$ cat src/rtl/poly_tone_gen.sv
// Multi-channel square-wave tone generator with frequencies in Hz.
// A shared sequential restoring divider turns each request into a half-period count.
module poly_tone_gen #(
  parameter int unsigned CLK_HZ = 50_000_000,
  parameter int unsigned NUM_CH = 4,
  parameter int unsigned FREQ_W = 16,
  parameter int unsigned CNT_W  = 32,
  localparam int unsigned CH_W  = (NUM_CH > 1) ? $clog2(NUM_CH) : 1,
  localparam int unsigned MIX_W = $clog2(NUM_CH + 1)
) (
  input  logic              CLOCK_50,
  input  logic              reset_n,
  input  logic              enable,
  input  logic              cfg_valid,
  output logic              cfg_ready,
  input  logic [CH_W-1:0]   cfg_chan,
  input  logic [FREQ_W-1:0] cfg_freq,
  output logic              busy,
  output logic [NUM_CH-1:0] tone_out,
  output logic [NUM_CH-1:0] tone_active,
  output logic [MIX_W-1:0]  mix_out
);

  localparam int unsigned DIV_W  = FREQ_W + 1;
  localparam int unsigned REM_W  = FREQ_W + 2;
  localparam int unsigned CHX_W  = CH_W + 1;
  localparam int unsigned STEP_W = $clog2(CNT_W + 1);
  localparam logic [CHX_W-1:0]  NUM_CH_L  = CHX_W'(NUM_CH);
  localparam logic [STEP_W-1:0] LAST_STEP = STEP_W'(CNT_W - 1);

  typedef enum logic [1:0] {S_IDLE, S_DIV, S_COMMIT} state_t;

  state_t             state;
  logic [CH_W-1:0]    chan_q;
  logic               freq_nz;
  logic [DIV_W-1:0]   divisor;
  logic [CNT_W-1:0]   dvd;
  logic [DIV_W-1:0]   rem;
  logic [CNT_W-1:0]   quo;
  logic [STEP_W-1:0]  step;

  logic               chan_ok;
  logic [REM_W-1:0]   rem_sh;
  logic               q_bit;
  logic [DIV_W-1:0]   rem_nxt;
  logic [CNT_W-1:0]   half_nxt;
  logic               commit;

  logic [CNT_W-1:0]   half_period [NUM_CH];
  logic [CNT_W-1:0]   counter     [NUM_CH];

  // One restoring-divide step; the remainder stays below the divisor so DIV_W bits suffice.
  always_comb begin
    chan_ok  = {1'b0, cfg_chan} < NUM_CH_L;
    rem_sh   = {rem, dvd[CNT_W-1]};
    q_bit    = rem_sh >= {1'b0, divisor};
    rem_nxt  = q_bit ? DIV_W'(rem_sh - {1'b0, divisor}) : DIV_W'(rem_sh);
    half_nxt = (quo == '0) ? CNT_W'(1) : quo;
    commit   = (state == S_COMMIT);
  end

  always_ff @(posedge CLOCK_50 or negedge reset_n) begin
    if (!reset_n) begin
      state     <= S_IDLE;
      cfg_ready <= 1'b1;
      busy      <= 1'b0;
      chan_q    <= '0;
      freq_nz   <= 1'b0;
      divisor   <= '0;
      dvd       <= '0;
      rem       <= '0;
      quo       <= '0;
      step      <= '0;
    end else begin
      case (state)
        S_IDLE: begin
          // Out-of-range channels are accepted and silently dropped.
          if (cfg_valid && chan_ok) begin
            chan_q    <= cfg_chan;
            freq_nz   <= (cfg_freq != '0);
            divisor   <= {cfg_freq, 1'b0};
            dvd       <= CNT_W'(CLK_HZ);
            rem       <= '0;
            quo       <= '0;
            step      <= '0;
            cfg_ready <= 1'b0;
            busy      <= 1'b1;
            state     <= (cfg_freq != '0) ? S_DIV : S_COMMIT;
          end
        end
        S_DIV: begin
          dvd  <= dvd << 1;
          rem  <= rem_nxt;
          quo  <= {quo[CNT_W-2:0], q_bit};
          step <= step + STEP_W'(1);
          if (step == LAST_STEP) state <= S_COMMIT;
        end
        S_COMMIT: begin
          state     <= S_IDLE;
          cfg_ready <= 1'b1;
          busy      <= 1'b0;
        end
        default: begin
          state     <= S_IDLE;
          cfg_ready <= 1'b1;
          busy      <= 1'b0;
        end
      endcase
    end
  end

  // Per-channel half-period counters; a commit restarts that channel's phase.
  always_ff @(posedge CLOCK_50 or negedge reset_n) begin
    if (!reset_n) begin
      tone_out    <= '0;
      tone_active <= '0;
      for (int unsigned i = 0; i < NUM_CH; i++) begin
        half_period[i] <= '0;
        counter[i]     <= '0;
      end
    end else begin
      for (int unsigned i = 0; i < NUM_CH; i++) begin
        if (commit && chan_q == CH_W'(i)) begin
          half_period[i] <= half_nxt;
          tone_active[i] <= freq_nz;
          counter[i]     <= '0;
          tone_out[i]    <= 1'b0;
        end else if (!enable || !tone_active[i]) begin
          counter[i]  <= '0;
          tone_out[i] <= 1'b0;
        end else if (counter[i] == half_period[i] - CNT_W'(1)) begin
          counter[i]  <= '0;
          tone_out[i] <= ~tone_out[i];
        end else begin
          counter[i] <= counter[i] + CNT_W'(1);
        end
      end
    end
  end

  function automatic logic [MIX_W-1:0] popcount(input logic [NUM_CH-1:0] v);
    logic [MIX_W-1:0] s;
    s = '0;
    for (int unsigned i = 0; i < NUM_CH; i++) s = s + MIX_W'(v[i]);
    return s;
  endfunction

  always_ff @(posedge CLOCK_50 or negedge reset_n) begin
    if (!reset_n) mix_out <= '0;
    else          mix_out <= popcount(tone_out);
  end

endmodule

$ cat config.mk
export PLATFORM = sky130hd
export DESIGN_NAME = poly_tone_gen
export DESIGN_NICKNAME = d
export VERILOG_FILES = /design/src/rtl/poly_tone_gen.sv
export SDC_FILE = /design/constraint.sdc
export NUM_CORES = 1
export LEC_CHECK = 0
export ABC_AREA = 1
export CAP_MARGIN = 30
export CELL_PAD_IN_SITES_DETAIL_PLACEMENT = 0
export CELL_PAD_IN_SITES_GLOBAL_PLACEMENT = 1
export CORE_ASPECT_RATIO = 0.5
export CORE_MARGIN = 8
export CORE_UTILIZATION = 43
export DETAILED_ROUTE_END_ITERATION = 8
export PLACE_DENSITY_LB_ADDON = 0.1
export SLEW_MARGIN = 20
export SYNTH_ARGS = -nofsm -noshare
export SYNTH_HDL_FRONTEND = slang
export SYNTH_SLANG_ARGS = --single-unit
$ cat constraint.sdc
create_clock -name CLOCK_50 -period 2.25 [get_ports CLOCK_50]
set_input_delay 0.45 -clock CLOCK_50 [delete_from_list [all_inputs] [get_ports CLOCK_50]]
set_output_delay 0.45 -clock CLOCK_50 [all_outputs]
set_load 0.01 [all_outputs]
; ---- Word level (Yosys, flattened, before mapping)
; Index checks and enable logic that the tools add are counted.
[word_totals]
word_cells = 126
latchBits = 0
romBits = 0
output_inout_bits = 13
in_bits = 22
ramBits = 0
reg_bits = 377
mem_count = 0
[classes]
n_shift = 0
n_reduce_logical = 26
eq_ne = 12
order_cmp = 1
bitwise = 5
div_mod_pow = 0
multipliers = 0
n_addsub = 13
mux = 42
[ops]
columns = cell, count
row1 = $mux W32, 15
row2 = $add A32 B1 Y32 const B, 4
row3 = $eq A32 B32 Y1, 4
row4 = $pmux W32 S2, 2
row5 = $sub A32 B1 Y32 const B, 4
row6 = $mux W17, 2
row7 = $pmux W17 S2, 1
row8 = $logic_not A32 Y1, 1
row9 = $ge A18 B17 Y1, 1
row10 = $sub A17 B17 Y17, 1
row11 = $reduce_bool A16 Y1, 1
row12 = $mux W1, 14
row13 = $pmux W6 S2, 1
row14 = $reduce_bool A3 Y1, 4
row15 = $reduce_and A2 Y1, 4
row16 = $add A6 B1 Y6 const B, 1
row17 = $eq A2 B2 Y1 const B, 3
row18 = $eq A6 B5 Y1 const B, 1
row19 = $mux W2, 3
row20 = $mux W6, 1
row21 = $logic_not A1 Y1, 5
row22 = $not A1 Y1, 5
row23 = $eq A2 B1 Y1 const B, 2
row24 = $logic_and A1 B1 Y1, 4
row25 = other kinds (9), 15

; ---- Longest topological paths before layout
[logic_depth]
ltp_word = 5
ltp_mapped = 17
ltp_nobuf = 17

; ---- Least setup slack after synthesis
; OpenSTA, ideal clock, no wires.
[synth_path]
kind = flip-flop to flip-flop
from = reg divisor[1]
to = reg rem[11]
synth_period_minus_slack_ns = 2.212
path_slack_ns = 0.038
required_ns = 2.124
path_buffers = 0
setup_ns = 0.126
arrival_time_ns = 2.085
stages_incl_launch_ff = 11
path_cell_list = dfrtp_1 > ha_1 > fa_1 > o21ai_0 > a21boi_0 > o21ai_0 > nand2_1 > nand3_1 > nand3_1 > nand3_1 > o21ai_0
[synth_via]
elab_chain_len = 3
elab_cells_between_ends = 4
cone_classes = add/sub: 1 / order compare: 1 / mux: 2
[synth_lines]
columns = item, line_no
row1 = "start, declared", 36  ; logic [DIV_W-1:0] divisor;
row2 = "start signal, assigned", 81  ; divisor <= {cfg_freq, 1'b0};
row3 = $sub A17 B17 Y17 / $ge A18 B17 Y1 (equally long branches), "57, 56"
row4 = $mux W17 (*), 57  ; rem_nxt = q_bit ? DIV_W'(rem_sh - {1'b0, divisor}) : DIV_W'(rem_sh);
row5 = $pmux W17 S2 (*), 75  ; case (state)
row6 = "end signal, assigned", 93  ; rem <= rem_nxt;
row7 = "end, declared", 38  ; logic [DIV_W-1:0] rem;
; Mark *: on every way between the ends. The rest lies on a longest branch, timed or not.
; A chain may end at the register's enable or synchronous reset.

; ---- Final worst setup path
[layout_path]
from = reg half_period[97] (netlist bit)
to = reg counter[118] (netlist bit)
[layout_via]
elab_chain_len = 5
[layout_lines]
columns = item, line_no
row1 = "start, declared", 49  ; logic [CNT_W-1:0] half_period [NUM_CH];
row2 = "start signal, assigned by index", 124  ; half_period[i] <= half_nxt;
row3 = $sub A32 B1 Y32, 131  ; end else if (counter[i] == half_period[i] - CNT_W'(1)) begin
row4 = $eq A32 B32 Y1, 131
row5 = $mux W32, 131
row6 = $mux W32, 128  ; end else if (!enable || !tone_active[i]) begin
row7 = $mux W32, 123  ; if (commit && chan_q == CH_W'(i)) begin
row8 = "end signal, assigned by index", 135  ; counter[i] <= counter[i] + CNT_W'(1);
row9 = "end, declared", 50  ; logic [CNT_W-1:0] counter [NUM_CH];
; Every way passes these cells.

==> results.json <==
{
  "outcome": "finished, violations left",
  "failed_checks": "setup timing",
  "clock_latency_ps": 560,
  "period_minus_slack_ps": 2290,
  "synth_top_family_by_area": "simple AND/OR/NAND/NOR gates",
  "dp.cells": 3808,
  "rsz0062_at_grt": "true",
  "critPathSlowestCell": "dfrtp_1",
  "drt.antenna.violating_nets": 0,
  "n_antenna_cell": 0,
  "grt_pass1_wl_mm": 104,
  "cp_cell_sequence": "inv_2 -> ha_4 -> nand2_2 -> nor2_1 -> buf_4 -> nand3_4 -> nor2_4 -> nand2_1 -> nand2_1 -> nand2_1 -> nor2_1 -> nand2_1 -> nor2_1 -> nand3_2 -> nand2_4 -> clkbuf_16 -> nor2_1",
  "cts_sinks": 370,
  "period_share_pct": 102,
  "yosysTopAreaCellShare_pct": 41.9,
  "cts_buffers": 37,
  "pre_cts_ws_ps": -104,
  "maxCapViolCount": 0,
  "gp_congestion": 0.909,
  "finalMaxSlewViolations": 0,
  "grt_max_degree": 65,
  "fin_skew_ps": 22.9,
  "timing.final.ws_setup_ps": -41.7,
  "synth_fa_ha_area_share_pct": 1.71,
  "synth-simple-area-share_pct": 30.6,
  "nNetsFinal": 3232,
  "synth_warnings": 0,
  "syn_area_um2": 22100,
  "routed_wl_mm": 65.5,
  "dr.pass1.iters": 5,
  "hpwl_mm": 49.2,
  "drive_above_1_share_pct": 18.2,
  "cts_root_buffer": "clkbuf_16",
  "route.detailed.drc": 0,
  "p_per_area_nw_per_um2": 1370,
  "grt_util_all_layers_pct": 21.7,
  "timing_worst_setup_path_type": "register to register",
  "port_buffers": 34,
  "num_vias": 19520,
  "antenna_found_initial": 1,
  "initial_utilization_pct": 43.7,
  "clk_pin_slew_ps": 60,
  "power_uw": 36900,
  "io_pins": 35,
  "fmax_ghz": 0.436,
  "die_h_um": 176,
  "overflow": 0,
  "hold_class": "input pin to asynchronous set/reset pin",
  "slew_headroom_pct": 56.8,
  "tightest_slew_ps": 642,
  "viasPerCell": 5.01,
  "critical_path.top_delay_family": "simple AND/OR/NAND/NOR gates",
  "coreArea_um2": 50400,
  "critPathLaunchType": "register",
  "drt_iter0_markers": 1461,
  "synth_cell_type_count": 47,
  "final_common_cell": "nand2_1",
  "leakage_uw": 0.0128,
  "critPathRequiredTime_ps": 2680,
  "synth_compound_area_share_pct": 7.99,
  "fin_cells": 3895,
  "ys_ff_latch": 370,
  "fin_tns_setup_ps": -768,
  "num_rows": 58,
  "grt_pass1_vias": 18777,
  "cts.path.max_buffers": 3,
  "die_x_um": 336,
  "cts.htree.levels": 2,
  "routedWlPerCell_um": 16.8,
  "cts_tree": "built",
  "die_area_um2": 59200,
  "synth_cells": 2970,
  "ys_top_cells_by_area": "dfrtp_1 (42%), nand2_1 (12%), nor2_1 (7.6%), inv_1 (6.3%), xor2_1 (6.2%)",
  "crit_path_end_kind": "register",
  "critPathArrivalTime_ps": 2720,
  "finalHoldViolCount": 0,
  "path_max_fanout": 6,
  "synth.avg_cell_area_um2": 7.43,
  "seq_area_frac_synth_pct": 42.0,
  "post-route-util_pct": 53.5,
  "muxShareOfSynthArea_pct": 0,
  "area_growth_pct": 22.3,
  "setup_viol": 58,
  "synth_fp_nets": 3021,
  "synth_largest_area_cell": "dfrtp_1",
  "ir_worst_vdd_mv": 0.750,
  "synth-xor-area-share_pct": 9.81,
  "crit_buf_inv": 3,
  "critical_path.max_stage_delay_ps": 420,
  "layout_common_cells": "nand2_1 (708), inv_1 (359), dfrtp_1 (353)"
}
[flip-flops by register name (all words and copies together), names as in the netlist]
register and count:
tone_out 4, quo 32, half_period 128, cfg_ready 1, state 2, step 6, busy 1, mix_out 3
divisor 16, dvd 25, chan_q 2, counter 128, rem 17, freq_nz 1, tone_active 4
[cell type report]
class / instances / area (um^2)
Clock buffer: 52 / 1090
Tap cell: 690 / 863
Clock inverter: 11 / 123
Sequential cell: 370 / 9280
Multi-Input combinational cell: 2159 / 12000
Fill cell: 4943 / 23500
Inverter: 378 / 1420
Timing Repair Buffer: 235 / 2200
[Yosys cell counts, drive strengths merged]
cell type	number
a22o	1
nand4	58
and2	2
o21bai	14
inv	377
a21oi	24
a41oi	1
nor3b	2
dfstp	1
a21boi	1
xor2	157
xnor2	90
nor4	30
o22ai	48
nor3	45
dfrtp	369
or2	3
a31oi	2
a22oi	11
fa	2
a211oi	1
ha	27
buf	12
clkinv	1
nand2	742
nor2	498
clkbuf	52
o211ai	3
a21o	2
o21ai	214
nand3b	20
nand3	160
[final timing paths]
| path | from | cells after the start | end | slack (ps) |
|---|---|---|---|---|
| max in group asynchronous | reset_n | 3 | half_period[36] | 1100 |
| min in group CLOCK_50 | step[5] | 1 | step[5] | 480 |
| worst min register to register | step[5] | 1 | step[5] | 480 |
| worst max register to register | half_period[97] | 17 | counter[118] | -40 |
| worst min-delay path | reset_n | 2 | divisor[10] | 410 |
| worst max-delay path | half_period[97] | 17 | counter[118] | -40 |
[routing by layer]
layer | share of wire [%] | wire [um] | vias to the layer above | GRT usage (%)
li1 | - | - | 9863 | -
met1 | 51 | 33300 | 9228 | 32.6
met2 | 42 | 27400 | 365 | 32.2
met3 | 6.1 | 4030 | 64 | 4.74
met4 | 1.2 | 794 | 0 | 3.57
met5 | 0 | 0 | - | 0
[metrics by stage]
stage               hold slack, ps  area, um^2
finish                         409       27000
global route                   417       27000
CTS                            408       25900
detailed placement             407       24400
global placement               397       24400
floorplan                      154       22100
[timing repair]
action / 4_1_cts / 5_1_grt
gates resized for setup: 40 / 271
hold endpoints to repair: 37 / 0
hold buffers: 1 / 0
endpoints found under the setup margin: 125 / 149
setup buffers: 6 / 6
pin swaps: 8 / 44
cloned: 3 / 9
[cell families (layout without fill, tap and decap cells)]
kind of cell,count (synthesis),count (layout)
flops,370,370
fa+ha+maj,29,29
compound gates,322,322
simple gates,1560,1561
xor+xnor,247,247
buf+inv,442,676
[power breakdown]
group          leakage, uW  internal [uW]  switching (uW)  total, uW
sequential         0.00495           7970            1270       9240
combinational      0.00722           8660           12600      21300
clock             0.000587           3630            2810       6440
total               0.0128          20300           16700      36900
Power figures use the tool's default switching activity.
